[src/rtl/alu_rs_pkg.sv]
// Shared CPU definitions used by the ALU reservation station: ALU op codes and
// the per-entry payload kept in each reservation-station slot.
package alu_rs_pkg;

    localparam int unsigned XLEN = 32;
    localparam int unsigned OP_W = 4;

    // ALU operation encodings (ADD is all-zero)
    typedef enum logic [OP_W-1:0] {
        ALU_ADD  = 4'd0,
        ALU_SUB  = 4'd1,
        ALU_AND  = 4'd2,
        ALU_OR   = 4'd3,
        ALU_XOR  = 4'd4,
        ALU_SLL  = 4'd5,
        ALU_SRL  = 4'd6,
        ALU_SRA  = 4'd7,
        ALU_SLT  = 4'd8,
        ALU_SLTU = 4'd9
    } alu_op_e;

    // Reservation-station entry payload; ROB tags live alongside because their
    // width is a per-instance parameter.
    typedef struct packed {
        logic            busy;
        logic [OP_W-1:0] op;
        logic [XLEN-1:0] vj;
        logic [XLEN-1:0] vk;
        logic            qj_busy;
        logic            qk_busy;
    } rs_entry_t;

endpackage

[src/rtl/rs_pick.sv]
// Lowest-index priority encoder: request vector -> index of first set bit.
module rs_pick #(
    parameter int unsigned N = 8
) (
    input  logic [N-1:0]         req,
    output logic [$clog2(N)-1:0] idx_c,
    output logic                 valid_c
);

    localparam int unsigned IW = $clog2(N);

    // Scan from the top so the lowest set bit wins
    always_comb begin
        idx_c   = '0;
        valid_c = 1'b0;
        for (int i = int'(N) - 1; i >= 0; i--) begin
            if (req[i]) begin
                idx_c   = IW'(i);
                valid_c = 1'b1;
            end
        end
    end

endmodule

[src/rtl/alu_rs.sv]
// ALU reservation station: holds dispatched ops until both operands are
// available, snoops the CDB for wakeup, and issues one ready op per cycle.
// Optional macro ALU_RS_WAKEUP_BYPASS_EN lets an entry woken by this cycle's
// CDB issue in the same cycle with cdb_value forwarded into a/b.
module alu_rs
    import alu_rs_pkg::*;
#(
    parameter int unsigned RS_SIZE   = 8,
    parameter int unsigned ROB_WIDTH = 4
) (
    input  logic                 clk_in,
    input  logic                 rst_in,
    input  logic                 rdy_in,
    input  logic                 clear,
    input  logic                 in_valid,
    input  logic [OP_W-1:0]      in_op,
    input  logic [XLEN-1:0]      in_vj,
    input  logic [XLEN-1:0]      in_vk,
    input  logic                 in_qj_busy,
    input  logic [ROB_WIDTH-1:0] in_qj,
    input  logic                 in_qk_busy,
    input  logic [ROB_WIDTH-1:0] in_qk,
    input  logic [ROB_WIDTH-1:0] in_rob_id,
    output logic                 full,
    input  logic                 cdb_valid,
    input  logic [ROB_WIDTH-1:0] cdb_rob_id,
    input  logic [XLEN-1:0]      cdb_value,
    output logic                 cal,
    output logic [XLEN-1:0]      a,
    output logic [XLEN-1:0]      b,
    output logic [OP_W-1:0]      alu_op,
    output logic [ROB_WIDTH-1:0] issue_rob_id
);

    localparam int unsigned IDX_W = $clog2(RS_SIZE);

    rs_entry_t            ent     [RS_SIZE];
    logic [ROB_WIDTH-1:0] qj_tag  [RS_SIZE];
    logic [ROB_WIDTH-1:0] qk_tag  [RS_SIZE];
    logic [ROB_WIDTH-1:0] rob_tag [RS_SIZE];

    logic [RS_SIZE-1:0] busy_vec;
    logic [RS_SIZE-1:0] ready_vec;
    logic [RS_SIZE-1:0] j_hit;
    logic [RS_SIZE-1:0] k_hit;
    logic [IDX_W-1:0]   free_idx;
    logic               free_valid;
    logic [IDX_W-1:0]   pick_idx;
    logic               pick_valid;
    logic [XLEN-1:0]    a_c;
    logic [XLEN-1:0]    b_c;
    rs_entry_t          ins_entry;

    // Per-entry CDB match and readiness
    always_comb begin
        busy_vec  = '0;
        ready_vec = '0;
        j_hit     = '0;
        k_hit     = '0;
        for (int i = 0; i < RS_SIZE; i++) begin
            busy_vec[i] = ent[i].busy;
            j_hit[i] = ent[i].busy && ent[i].qj_busy && cdb_valid && (qj_tag[i] == cdb_rob_id);
            k_hit[i] = ent[i].busy && ent[i].qk_busy && cdb_valid && (qk_tag[i] == cdb_rob_id);
`ifdef ALU_RS_WAKEUP_BYPASS_EN
            ready_vec[i] = ent[i].busy && (!ent[i].qj_busy || j_hit[i])
                                       && (!ent[i].qk_busy || k_hit[i]);
`else
            ready_vec[i] = ent[i].busy && !ent[i].qj_busy && !ent[i].qk_busy;
`endif
        end
    end

    assign full = &busy_vec;

    rs_pick #(.N(RS_SIZE)) u_pick_free (
        .req     (~busy_vec),
        .idx_c   (free_idx),
        .valid_c (free_valid)
    );

    rs_pick #(.N(RS_SIZE)) u_pick_ready (
        .req     (ready_vec),
        .idx_c   (pick_idx),
        .valid_c (pick_valid)
    );

    // Operands of the selected entry, with same-cycle CDB forwarding when enabled
    always_comb begin
        a_c = ent[pick_idx].vj;
        b_c = ent[pick_idx].vk;
`ifdef ALU_RS_WAKEUP_BYPASS_EN
        if (ent[pick_idx].qj_busy) a_c = cdb_value;
        if (ent[pick_idx].qk_busy) b_c = cdb_value;
`endif
    end

    // Incoming entry with same-cycle CDB capture of a pending operand
    always_comb begin
        ins_entry         = '0;
        ins_entry.busy    = 1'b1;
        ins_entry.op      = in_op;
        ins_entry.vj      = in_vj;
        ins_entry.vk      = in_vk;
        ins_entry.qj_busy = in_qj_busy;
        ins_entry.qk_busy = in_qk_busy;
        if (in_qj_busy && cdb_valid && (in_qj == cdb_rob_id)) begin
            ins_entry.qj_busy = 1'b0;
            ins_entry.vj      = cdb_value;
        end
        if (in_qk_busy && cdb_valid && (in_qk == cdb_rob_id)) begin
            ins_entry.qk_busy = 1'b0;
            ins_entry.vk      = cdb_value;
        end
    end

    // Entry storage, wakeup, issue and insert; clear dominates, rdy_in low holds
    always_ff @(posedge clk_in or posedge rst_in) begin
        if (rst_in) begin
            for (int i = 0; i < RS_SIZE; i++) begin
                ent[i]     <= '0;
                qj_tag[i]  <= '0;
                qk_tag[i]  <= '0;
                rob_tag[i] <= '0;
            end
            cal          <= 1'b0;
            a            <= '0;
            b            <= '0;
            alu_op       <= '0;
            issue_rob_id <= '0;
        end else if (rdy_in) begin
            if (clear) begin
                for (int i = 0; i < RS_SIZE; i++) begin
                    ent[i].busy <= 1'b0;
                end
                cal <= 1'b0;
            end else begin
                for (int i = 0; i < RS_SIZE; i++) begin
                    if (j_hit[i]) begin
                        ent[i].qj_busy <= 1'b0;
                        ent[i].vj      <= cdb_value;
                    end
                    if (k_hit[i]) begin
                        ent[i].qk_busy <= 1'b0;
                        ent[i].vk      <= cdb_value;
                    end
                end
                cal <= pick_valid;
                if (pick_valid) begin
                    a                  <= a_c;
                    b                  <= b_c;
                    alu_op             <= ent[pick_idx].op;
                    issue_rob_id       <= rob_tag[pick_idx];
                    ent[pick_idx].busy <= 1'b0;
                end
                if (in_valid && free_valid) begin
                    ent[free_idx]     <= ins_entry;
                    qj_tag[free_idx]  <= in_qj;
                    qk_tag[free_idx]  <= in_qk;
                    rob_tag[free_idx] <= in_rob_id;
                end
            end
        end
    end

endmodule

[config.mk]
export PLATFORM = sky130hd
export DESIGN_NAME = alu_rs
export DESIGN_NICKNAME = d
export VERILOG_FILES = /design/src/rtl/alu_rs_pkg.sv /design/src/rtl/rs_pick.sv /design/src/rtl/alu_rs.sv
export SDC_FILE = /design/constraint.sdc
export NUM_CORES = 2
export LEC_CHECK = 0
export BUFFER_PORTS_ARGS = -buffer_cell sky130_fd_sc_hd__buf_4
export CAP_MARGIN = 10
export CORE_UTILIZATION = 38
export CTS_CLUSTER_SIZE = 20
export DETAILED_ROUTE_END_ITERATION = 8
export SKIP_LAST_GASP = 1
export SYNTH_ARGS = -nofsm -noshare
export SYNTH_HDL_FRONTEND = slang
export SYNTH_SLANG_ARGS = --single-unit
[constraint.sdc]
create_clock -name clk_in -period 69.3 [get_ports clk_in]
set_input_delay 10.395 -clock clk_in [delete_from_list [all_inputs] [get_ports clk_in]]
set_output_delay 10.395 -clock clk_in [all_outputs]
set_load 0.02 [all_outputs]
==> reports/metrics.cfg <==
[synth]
synthFlopType = dfrtp_1
synth_common_cells = 737 x dfrtp_1, 467 x o22ai_1, 372 x a21oi_1, 346 x nor2_1, 240 x clkbuf_1
synthDistinctLibCells = 76
synth_top_area_share = 0.495
synthArstFlopShare = 1.00
synth-seq-cells = 737
seq_area_frac_synth = 0.495
avgSynthCellArea_sq_um = 9.90
yosys.area.top_type = dfrtp_1
synth-edff-count = 0
syn-cell-area_sq_um = 37300
syn_nets = 3888
synth_warnings = 0
yosysMostFrequentCell = dfrtp_1
synth.top_cells.by_area = dfrtp_1 49%, o22ai_1 7.8%, mux2_2 6.0%, a21oi_1 5.0%, a2bb2oi_1 4.4%
syn_inst = 3764

[detailed_routing]
drt_iter0_drc = 4516
drc_errors = 24
drtPass1Iterations = 9
drt-total-wl_mm = 154
avgRoutedWirePerCell_um = 30.5
ant_nets = 0
via_count = 33700
via_per_inst = 6.65

[die]
die_x_um = 315
core_sq_um = 97000
die_y_um = 315
dieArea_sq_um = 99300
io-pin-count = 198
initial_utilization = 0.384
rows = 114

[global_route]
grt_max_degree = 186
overflow = 0
grt_pass1_vias = 33200
grt_use_met1 = 0.412
grtUsageMet2 = 0.468
grt-busiest-layer = met2
grt.met3_usage = 0.0733
grt_first_pass_wirelength_mm = 227
antenna_found_initial = 10
grt_use_total = 0.306

[worst_setup_path]
max_stage_delay_ns = 0.92
r2r_start = busy_vec[2]$_DFFE_PP0P_
crit_family = buffers and inverters
worstSetupPathType = primary input to async pin
cp-end-kind = async pin
worstPathArrival_ns = 13.94
cp_common_cell = buf_4
slowest_stage = buf_4
crit_fanout = 111
r2r_slack_ns = 65.02
crit_chain = buf_4 -> inv_8 -> buf_4 -> buf_4 -> buf_4
worstPathRequired_ns = 69.91
startpoint_type = primary input
r2r-end = b[20]$_DFFE_PP0P_
cp.buffers_inverters = 5
rr_worst_depth = 9
startpoint = rst_in

[clocking]
clk_pin_slew_ns = 0.06
numCtsBuffers = 82
ctsResizeCount = 0
cts_root_buffer = clkbuf_16
post-cts-setup-buffer-count = 0
ctsHtreeMaxLevel = 3
clk_path_buf_depth = 3
clk_latency_ns = 0.66
cts_tree = yes
clock-sinks = 737
cts_hold_buf = 0

[timing]
final_hold_viol_count = 0
max_slew_margin = 0.191
period_share = 0.192
rsz0062_at_grt = false
drv_slew = 0
worst_pin_slew_ns = 1.21
finalSetupTns_ns = 0
clock_skew_ns = 0.0297
setup_viol = 0
period_minus_slack_ns = 13.33
fmax_mhz = 75.0

[layout]
final_area_sq_um = 42400
drive_above_1_share = 0.187
fin_nets = 3843
area_growth_pct = 13.6

[run]
maxCapViolations = 0

[worst_hold_path]
min_from = ent[454]$_DFFE_PP0P_
hold_path_class = flop to flop
hold_depth = 2
whs_endpoint = ent[454]$_DFFE_PP0P_

[placed_design]
io_buffers = 197
dpl.hpwl_mm = 87.7
placed_area_sq_um = 39600
place.gp.congestion = 0.853

[power]
p_per_area_nw_per_um2 = 27.6
ir_drop_mv = 0.0222
leakage_nw = 18.3

[outcome]
violations = design-rule violations
status = complete, but fails checks

metal layers:
metal,share of wire,up-vias
li1,-,14100
met2,0.45,2190
met1,0.40,16900
met4,0.044,12
met3,0.11,461
met5,0.00055,-
through the flow:
step	total power, W	util	hold WS (ns)	std cells	setup slack (ns)
floorplan	0.000651	-	0.444	3764	38.23
global placement	0.000723	0.408	0.458	4911	55.16
detailed placement	0.000727	0.408	0.467	4911	55.16
CTS	0.00117	0.437	0.479	5059	55.84
global route	0.00121	0.437	0.500	5060	55.42
finish	0.00117	0.437	0.477	5061	55.97
worst max path at each step:
stage                                      end  slack [ns]  depth (start not counted)
final                     ent[287]$_DFFE_PP0P_       55.97                          5
after global routing      ent[144]$_DFFE_PP0P_       55.42                          5
after detailed placement      b[5]$_DFFE_PP0P_       55.16                          5
after global placement        b[5]$_DFFE_PP0P_       55.16                          5
after floorplan               a[0]$_DFFE_PP0P_       38.23                          1
after CTS                 ent[428]$_DFFE_PP0P_       55.84                          5
final cells by class:
cell class / count / area [sq um]
Fill cell: 9341 / 54600
Multi-Input combinational cell: 2574 / 17200
Tap cell: 1276 / 1600
Inverter: 25 / 101
Clock buffer: 122 / 2480
Clock inverter: 26 / 260
Timing Repair Buffer: 299 / 2280
Antenna cell: 2 / 5.00
Sequential cell: 737 / 18400
cells in the final DEF, fill, tap and decap left out, types with 5 or more instances in the layout:
master | Yosys | routed
o22ai_1 | 467 | 467
mux2_1 | 9 | 9
nand3_1 | 73 | 73
a221oi_1 | 8 | 8
xnor2_1 | 26 | 26
a21oi_4 | 1 | 12
o21ai_0 | 147 | 147
nand4_1 | 17 | 17
nor2_1 | 346 | 338
a21oi_1 | 372 | 364
o31ai_1 | 17 | 17
or4_1 | 23 | 22
clkinv_2 | 0 | 16
a22o_1 | 35 | 35
xor2_1 | 46 | 46
mux2_2 | 198 | 198
and3_1 | 13 | 12
clkbuf_1 | 240 | 16
o32a_1 | 22 | 22
o21ai_1 | 20 | 18
a221o_1 | 36 | 36
o32ai_1 | 12 | 12
dfrtp_1 | 737 | 737
a2bb2oi_1 | 188 | 188
buf_4 | 11 | 296
a211oi_1 | 13 | 13
clkbuf_8 | 0 | 21
clkbuf_16 | 0 | 85
a221oi_2 | 9 | 9
nand2_1 | 165 | 164
o221ai_1 | 27 | 27
inv_1 | 25 | 24
a22oi_1 | 81 | 81
mux2i_1 | 72 | 72
a21o_1 | 8 | 8
nor3_1 | 46 | 46
nor2_4 | 0 | 5
kinds of logic (layout without fill, tap and decap cells):
| group | Yosys count | count (layout) | synth area share |
|---|---|---|---|
| xor gates and xnor gates | 72 | 72 | 0.0169 |
| other | 0 | 2 | 0 |
| muxes | 279 | 279 | 0.0819 |
| AOI/OAI and AO/OA | 1496 | 1496 | 0.267 |
| DFF | 737 | 737 | 0.495 |
| and+or+nand+nor | 727 | 727 | 0.0879 |
| buffers and inverters | 453 | 472 | 0.0515 |
state kept, by name, indices dropped and copies added (netlist names):
name,cells
a,32
alu_op,4
b,32
busy_vec,8
cal,1
ent,560
issue_rob_id,4
qj_tag,32
qk_tag,32
rob_tag,32
power breakdown:
| group | internal [W] | leakage, nW | switching [W] | total [W] |
|---|---|---|---|---|
| clock network | 0.000259 | 1.36 | 0.000190 | 0.000449 |
| logic | 0.0000783 | 7.44 | 0.000121 | 0.000199 |
| registers | 0.000486 | 9.54 | 0.0000378 | 0.000523 |
| total | 0.000823 | 18.3 | 0.000348 | 0.00117 |
tightest hold or removal path: cells and delay by family, from the launching register on:
kind,cells,cell delay [ns]
DFF,1,0.34
AOI/OAI and AO/OA,1,0.06
and+or+nand+nor,1,0.04
No activity file was read; power rests on OpenSTA's default activity.
